==> config.mk <==
export PLATFORM = sky130hd
export DESIGN_NAME = fifo_wr_ctrl
export DESIGN_NICKNAME = d
export VERILOG_FILES = /design/src/rtl/fifo_wr_ctrl_pkg.sv /design/src/rtl/fifo_wr_ctrl_ptr_sync.sv /design/src/rtl/fifo_wr_ctrl.sv
export SDC_FILE = /design/constraint.sdc
export NUM_CORES = 1
export LEC_CHECK = 0
export CAP_MARGIN = 25
export CORE_MARGIN = 2
export CORE_UTILIZATION = 26
export CTS_CLUSTER_DIAMETER = 150
export DETAILED_ROUTE_END_ITERATION = 16
export GPL_TIMING_DRIVEN = 0
export SYNTH_ARGS = -nofsm -noshare
export SYNTH_HDL_FRONTEND = slang
export SYNTH_HIERARCHICAL = 1
export SYNTH_SLANG_ARGS = --single-unit
==> constraint.sdc <==
create_clock -name wr_clk -period 4.37 [get_ports wr_clk]
set_input_delay 0.437 -clock wr_clk [delete_from_list [all_inputs] [get_ports wr_clk]]
set_output_delay 0.437 -clock wr_clk [all_outputs]
set_load 0.005 [all_outputs]
==> src/rtl/fifo_wr_ctrl_pkg.sv <==
// Shared definitions for the asynchronous FIFO: default geometry and the
// Gray/binary conversions used by both the write and read domain blocks.
package fifo_wr_ctrl_pkg;

  localparam int DEF_ADDR_WIDTH   = 4;
  localparam int DEF_SYNC_STAGES  = 2;
  localparam int DEF_AFULL_THRESH = 12;

  // Conversions work on a fixed wide word; callers zero-extend and truncate.
  localparam int MAX_PTR_W = 32;

  function automatic logic [MAX_PTR_W-1:0] bin2gray(input logic [MAX_PTR_W-1:0] b);
    return b ^ (b >> 1);
  endfunction

  function automatic logic [MAX_PTR_W-1:0] gray2bin(input logic [MAX_PTR_W-1:0] g);
    logic [MAX_PTR_W-1:0] b;
    b[MAX_PTR_W-1] = g[MAX_PTR_W-1];
    for (int i = MAX_PTR_W - 2; i >= 0; i--) begin
      b[i] = b[i+1] ^ g[i];
    end
    return b;
  endfunction

endpackage

==> src/rtl/fifo_wr_ctrl_ptr_sync.sv <==
// Multi-bit flop synchronizer for Gray-coded pointers crossing clock domains.
// Only safe for values that change by at most one bit per source edge.
module ptr_sync #(
  parameter int WIDTH  = 5,
  parameter int STAGES = 2
) (
  input  logic             clk,
  input  logic             rst_n,
  input  logic [WIDTH-1:0] d,
  output logic [WIDTH-1:0] q
);

  logic [WIDTH-1:0] sync_q [STAGES];
  logic [WIDTH-1:0] sync_d [STAGES];

  always_comb begin
    sync_d[0] = d;
    for (int i = 1; i < STAGES; i++) begin
      sync_d[i] = sync_q[i-1];
    end
  end

  always_ff @(posedge clk or negedge rst_n) begin
    if (!rst_n) begin
      for (int i = 0; i < STAGES; i++) begin
        sync_q[i] <= '0;
      end
    end else begin
      for (int i = 0; i < STAGES; i++) begin
        sync_q[i] <= sync_d[i];
      end
    end
  end

  assign q = sync_q[STAGES-1];

endmodule

==> src/rtl/fifo_wr_ctrl.sv <==
// Write-domain control of the asynchronous FIFO: write pointer (binary and
// Gray), RAM write strobe/address, synchronized read pointer and write flags.
module fifo_wr_ctrl
  import fifo_wr_ctrl_pkg::*;
#(
  parameter int ADDR_WIDTH   = DEF_ADDR_WIDTH,
  parameter int AFULL_THRESH = DEF_AFULL_THRESH,
  parameter int SYNC_STAGES  = DEF_SYNC_STAGES
) (
  input  logic                  wr_clk,
  input  logic                  rst_n,
  input  logic                  wr_en,
  input  logic [ADDR_WIDTH:0]   rd_ptr_gray,
  input  logic                  ovf_clr,
  output logic                  wr_inc,
  output logic [ADDR_WIDTH-1:0] wr_addr,
  output logic [ADDR_WIDTH:0]   wr_ptr_gray,
  output logic                  wr_full,
  output logic                  wr_almost_full,
  output logic [ADDR_WIDTH:0]   wr_level,
  output logic                  wr_overflow
);

  localparam int A  = ADDR_WIDTH;
  localparam int PW = ADDR_WIDTH + 1;

  logic [PW-1:0] rq_sync;
  logic [PW-1:0] rbin_sync;
  logic [PW-1:0] full_gray;

  logic [PW-1:0] wbin_q,  wbin_d;
  logic [PW-1:0] wgray_q, wgray_d;
  logic [PW-1:0] level_q, level_d;
  logic          full_q,  full_d;
  logic          afull_q, afull_d;
  logic          ovf_q,   ovf_d;

  ptr_sync #(
    .WIDTH  (PW),
    .STAGES (SYNC_STAGES)
  ) u_rptr_sync (
    .clk   (wr_clk),
    .rst_n (rst_n),
    .d     (rd_ptr_gray),
    .q     (rq_sync)
  );

  // A write attempted while full is dropped; the pointer simply holds.
  assign wr_inc = wr_en & ~full_q;

  always_comb begin
    rbin_sync = PW'(gray2bin(MAX_PTR_W'(rq_sync)));
    // Full when the next write pointer is one lap ahead of the read pointer,
    // which in Gray code means the top two bits differ and the rest match.
    full_gray = {~rq_sync[A:A-1], rq_sync[A-2:0]};
    wbin_d    = wbin_q + PW'(wr_inc);
    wgray_d   = PW'(bin2gray(MAX_PTR_W'(wbin_d)));
    full_d    = (wgray_d == full_gray);
    level_d   = wbin_d - rbin_sync;
    afull_d   = (level_d >= PW'(AFULL_THRESH));
    ovf_d     = (wr_en & full_q) | (ovf_q & ~ovf_clr);
  end

  always_ff @(posedge wr_clk or negedge rst_n) begin
    if (!rst_n) begin
      wbin_q  <= '0;
      wgray_q <= '0;
      level_q <= '0;
      full_q  <= 1'b0;
      afull_q <= 1'b0;
      ovf_q   <= 1'b0;
    end else begin
      wbin_q  <= wbin_d;
      wgray_q <= wgray_d;
      level_q <= level_d;
      full_q  <= full_d;
      afull_q <= afull_d;
      ovf_q   <= ovf_d;
    end
  end

  assign wr_addr        = wbin_q[A-1:0];
  assign wr_ptr_gray    = wgray_q;
  assign wr_full        = full_q;
  assign wr_almost_full = afull_q;
  assign wr_level       = level_q;
  assign wr_overflow    = ovf_q;

endmodule
==> metrics, run 1 <==
Clock Path Buffers=2; cells along the critical path=clkdlybuf4s50_1 > nor2b_1 > ha_1 > ha_1 > xor2_2 > ha_1 > nor2b_1 > o21ai_0 > a21oi_1 > or4b_1; number of core rows=24; area grow syn2layout=32.32%; Synth top cells by count=dfrtp_1 (27), xnor2_1 (12), inv_1 (9); start point of the worst hold path=u_rptr_sync/sync_d[3]; GPL Wtd Cong=0.8172; setup ws final=1.183 ns; largest net degree at the start of global routing=16; root buffer cell=clkbuf_8; unrepaired setup endpoints after global routing=false; Die H=71.83 um; count leader, synth=dfrtp_1; crit start category=primary input; final WL=2.041 mm; clock-pin transition on the worst setup and hold timing paths=0.09 ns; Synth Register Bits=27; Slowest Stage Delay on Critical Path=0.53 ns; Req. time, crit path=4.52 ns; crit end category=flip-flop; worst relative slew slack=between 50 and 60%; final setup fails=0; syn avg cell area=13.29 um^2; top cells by area, synth=dfrtp_1 (56%), xnor2_1 (8.8%), ha_1 (6.3%), xor2_1 (4.4%), inv_1 (2.8%); Crit path top cell by count=ha_1; Layout Skew=0.001178 ns; GR Overflow Total=0; hold depth=0; H-tree levels=1; leakage=~0.68 nW; r2r setup slk=1.28 ns; Yosys top cell by area=dfrtp_1; Max Clk Rate=313.8 MHz; cts bufs inserted=3; TritonCTS clock tree=yes; post-CTS sizing=0; clock latency on the worst-skew pair=~0.27 ns; fin nets=approximately 140; GRT Total Usage=8.935%; Die Wd=71.83 um; Post-synth EDFFs=0; Post-CTS Setup Bufs=0; Pre-antenna DRT Iters=4; Power Dens Cells=768.4 nW/um^2; Core ar.=4384 um^2; pre-CTS WS=0.8667 ns; syn nets=approximately 110; mapped cell area=1196 um^2; initial drt markers=42; global-route wire length before repair=3.532 mm; Slowest-stage cell, CP=or4b_1; crit path DAT=3.34 ns; Synth top area share=56.49%; critical path's top delay family=adder cells; die area=5159 um^2; register area share after synthesis=56.49%; FF-to-FF Start=u_rptr_sync/q[4]; minimum clock period=3.187 ns; num ports=27; Synth Flop Type=dfrtp_1; Port Buffers=26; r2r endpoint=wr_almost_full; DRC=0; Synth Instances=90; DR vias=~730; # Max-Cap Violations=0; hpwl dp=1.635 mm; maximum vdd drop=between 0.3 and 0.4 mV; Initial Util=between 20% and 30%; hold buffers post-CTS=0; Via-to-Cell Ratio=4.191; Hold WC Path Type=flip-flop to flip-flop; Hold Path Sink=u_rptr_sync/q[3]; Tightest Pin Transition=0.6240 ns; Buf/Inv on CP=1; initial antenna violation count=0; layout cells sized above 1=11.57%; YS warnings=6; setup TNS=0 ns; Synth cell types=29; ANT nets after route=0; R2R cell count=10; WL/cell=approximately 12 um; Worst Path Max Fanout=6; vias in the first global route=788; Final Max Tran Viols=0; # diodes=0; post-route clock period utilization=72.92%; Hold Fails Final Rpt=0; critical path class=primary input to flip-flop; ys async rst share=100.0%; Sink Count=27; status=finished, final reports clean
layout by cell type (no fill, tap or decap), drive strengths merged:
master         instances
a21oi                  2
a21boi                 1
nor4                   1
xor2                   7
a21o                   1
ha                     6
mux2i                  1
xnor2                 14
dfrtp                 27
nor2b                  2
or3                    1
o2bb2ai                1
clkbuf                 3
clkinv                 1
and3                   1
fa                     1
a21bo                  1
o21ai                  2
nand2                  1
clkdlybuf4s50         26
a31oi                  1
nand4b                 1
buf                    2
inv                    9
a2111oi                1
or2                    1
nand4                  1
or4b                   1
nand3                  4
worst max-delay path by stage:
| stage | from | end | slack (ns) | depth (start not counted) |
|---|---|---|---|---|
| floorplan | u_rptr_sync/q[4] | wr_almost_full | 1.52 | 10 |
| global placement | wr_en | wr_almost_full | 0.93 | 10 |
| detailed placement | wr_en | wr_almost_full | 0.87 | 10 |
| CTS | wr_en | wr_almost_full | 1.14 | 10 |
| global route | wr_en | wr_almost_full | 0.93 | 10 |
| finish | wr_en | wr_almost_full | 1.18 | 10 |
cell families after synthesis:
| group | count (synthesis) | share of synthesized area [%] |
|---|---|---|
| XOR/XNOR | 21 | 17.26 |
| AND/OR/NAND/NOR | 14 | 7.637 |
| buffers and inverters | 10 | 3.242 |
| adder cells (fa/ha/maj) | 7 | 7.950 |
| flip-flops | 27 | 56.49 |
| AO/OA/AOI/OAI | 10 | 6.590 |
| multiplexers | 1 | 0.8369 |
flip-flops by register name, indices dropped and copies added (netlist names):
signal and count:
u_rptr_sync/q 5, u_rptr_sync/sync_d 5, wbin_q 5, wr_level 5
wr_ptr_gray 4, wr_almost_full 1, wr_full 1, wr_overflow 1
stage by stage:
stage / cells / total power (W) / util, % / area, um^2 / hold slack [ns]
5_1_grt: 173 / 0.001332 / 36.10 / 1583 / 0.3619
4_1_cts: 173 / 0.001240 / 36.10 / 1583 / 0.3574
6_report: 173 / 0.001216 / 36.10 / 1583 / 0.3557
3_5_place_dp: 169 / 0.001090 / 35.05 / 1536 / 0.3371
2_1_floorplan: 90 / 0.0008289 / - / 1196 / 0.1414
3_3_place_gp: 168 / 0.001074 / 34.70 / 1521 / 0.3346
cell type report:
cell class                      count  area (um^2)
Sequential cell                    27        675.6
Clock buffer                        3        41.29
Fill cell                         427         2801
Tap cell                           52        65.06
Multi-Input combinational cell     53        481.7
Inverter                            9        33.78
Clock inverter                      1        5.005
Buffer                              1        5.005
Timing Repair Buffer               27        275.3
power by group:
| part | leakage [nW] | total (W) | internal [W] | switching [W] |
|---|---|---|---|---|
| combinational | 0.336 | 0.000681 | 0.000370 | 0.000311 |
| sequential | 0.320 | 0.000395 | 0.000342 | 0.0000538 |
| clock | 0.0255 | 0.000139 | 0.0000640 | 0.0000754 |
layer usage:
layer,part of all wire (%),GRT usage (%),vias up
li1,-,-,357
met1,45,11.42,343
met2,46,13.99,22
met3,7.0,2.391,3
met4,1.8,4.403,0
met5,0,0,-
Power figures use the tool's default switching activity.
==> run 2: changes to the inputs <==
Clock period 4.37 ns to 2.8 ns, I/O delays scaled along.
==> run 2 against run 1 <==
Net effect: combinational power is 82% higher; global-route usage is 0.48 points higher; sequential power rose by 58%; utilization is 3.3 points higher.
==> metrics, run 2 (synthesis gave the netlist of run 1 again) <==
status=finished, final reports clean; GPL Wtd Cong=0.7800; Port Buffers=26; crit path DAT=2.94 ns; cts bufs inserted=3; Worst Path Max Fanout=3; Die Wd=slightly above 70 um; Inst Count DP=169; pre-CTS WS=-0.5403 ns; Switch Pwr=0.0007488 W; start point of the worst hold path=u_rptr_sync/sync_d[2]; Clock Path Buffers=2; Crit path top cell by count=xnor2_2; worst relative slew slack=62.42%; largest net degree at the start of global routing=19; FF-to-FF Start=u_rptr_sync/q[4]; fin nets=approximately 150; clock latency on the worst-skew pair=approximately 0.27 ns; Layout Skew=0.005526 ns; num ports=27; maximum vdd drop=0.5447 mV; R2R cell count=10; initial antenna violation count=0; area grow syn2layout=44.56%; Hold Fails Final Rpt=0; Via-to-Cell Ratio=4.333; Pre-antenna DRT Iters=4; Req. time, crit path=2.95 ns; unrepaired setup endpoints after global routing=true; r2r setup slk=0.01 ns; Clock power frac=10.4%; setup ws final=roughly 0.013 ns; Seq pwr share=29.9%; hold depth=0; TritonCTS clock tree=yes; Design Power=0.002083 W; Max Clk Rate=358.8 MHz; Crit. Startpoint=u_rptr_sync/q[4]; WL/cell=12.26 um; leakage=roughly 0.74 nW; r2r endpoint=wr_almost_full; commonest cells after routing, fill and taps aside=dfrtp_1 (27), clkdlybuf4s50_1 (26), xnor2_1 (11); final WL=2.244 mm; layout cells sized above 1=23.66%; Switching Fraction=35.94%; vias in the first global route=roughly 840; H-tree levels=1; initial drt markers=21; hpwl dp=1.640 mm; DR vias=about 790; final setup fails=0; Die H=71.83 um; Hold Path Sink=u_rptr_sync/q[2]; Pint=~0.0013 W; crit start category=flip-flop; Core Util, Final=39.44%; # Max-Cap Violations=0; GR Overflow Total=0; # fillers=422; Power Dens Cells=1205 nW/um^2; Hold WC Path Type=flip-flop to flip-flop; critical path's top delay family=XOR/XNOR gates; global-route wire length before repair=3.836 mm; Sink Count=27; commonest non-fill, non-tap cell in the layout=dfrtp_1; crit end category=flip-flop; ANT nets after route=0; # diodes=0; minimum clock period=2.787 ns; post-route clock period utilization=99.55%; Core ar.=around 4400 um^2; Tightest Pin Transition=0.5620 ns; final cell count without fillers=between 150 and 200; Buf/Inv on CP=1; GRT Total Usage=9.414%; cells along the critical path=xnor2_2 > xor2_2 > xor2_1 > xnor2_1 > ha_2 > fa_2 > buf_4 > xnor2_2 > a31oi_1 > or4b_1; clock-pin transition on the worst setup and hold timing paths=approximately 0.090 ns; Initial Util=27.28%; die area=roughly 5200 um^2; Slowest Stage Delay on Critical Path=0.45 ns; Comb power frac=59.6%; root buffer cell=clkbuf_8; number of core rows=24; Slowest-stage cell, CP=or4b_1; Final Max Tran Viols=0; critical path class=flip-flop to flip-flop; DRC=0
-- run 2: layout make-up --
cell class	instances	area, um^2	area share, %
Inverter	9	33.78	1.954
Tap cell	52	65.06	3.763
Multi-Input combinational cell	53	540.5	31.26
Clock inverter	1	5.005	0.2894
Sequential cell	27	675.6	39.07
Timing Repair Buffer	37	362.8	20.98
Buffer	1	5.005	0.2894
Clock buffer	3	41.29	2.388
-- run 2: power by group through the flow --
stage          clock [W]  sequential, W  combinational [W]
2_1_floorplan          0       0.000629           0.000670
3_3_place_gp           0       0.000622            0.00106
3_5_place_dp           0       0.000622            0.00110
4_1_cts         0.000229       0.000625            0.00122
5_1_grt         0.000243       0.000645            0.00137
6_report        0.000217       0.000624            0.00124
-- run 2: routing by layer --
layer | up-vias | wire, um | GRT usage (%)
met5 | - | 0 | 0
met4 | 0 | 25 | 3.145
met3 | 3 | 128 | 1.969
met2 | 25 | 1148 | 15.74
met1 | 389 | 941 | 12.15
li1 | 376 | - | -
-- run 2: how the worst max path moves through the flow --
stage                           to  cells after the start  slack (ns)
detailed placement  wr_almost_full                     10       -0.54
global route        wr_almost_full                     10       -0.14
finish              wr_almost_full                     10        0.01
global placement    wr_almost_full                     10       -0.46
CTS                 wr_almost_full                     10        0.02
floorplan           wr_almost_full                     10        0.03
-- run 2: stage by stage --
stage | setup TNS [ns] | area, um^2 | hold WS, ns
floorplan | 0 | 1199 | -0.01559
global placement | -0.6768 | 1524 | 0.3348
detailed placement | -0.8356 | 1551 | 0.3356
CTS | 0 | 1692 | 0.3581
global route | -0.1383 | 1729 | 0.3635
finish | 0 | 1729 | 0.3533
-- run 2: repair_timing --
action                     in CTS  in global routing
buffers inserted                7                  3
pin swaps                       5                  4
gates resized for setup         6                  3
setup endpoints to repair       2                  1
hold buffers                    0                  0
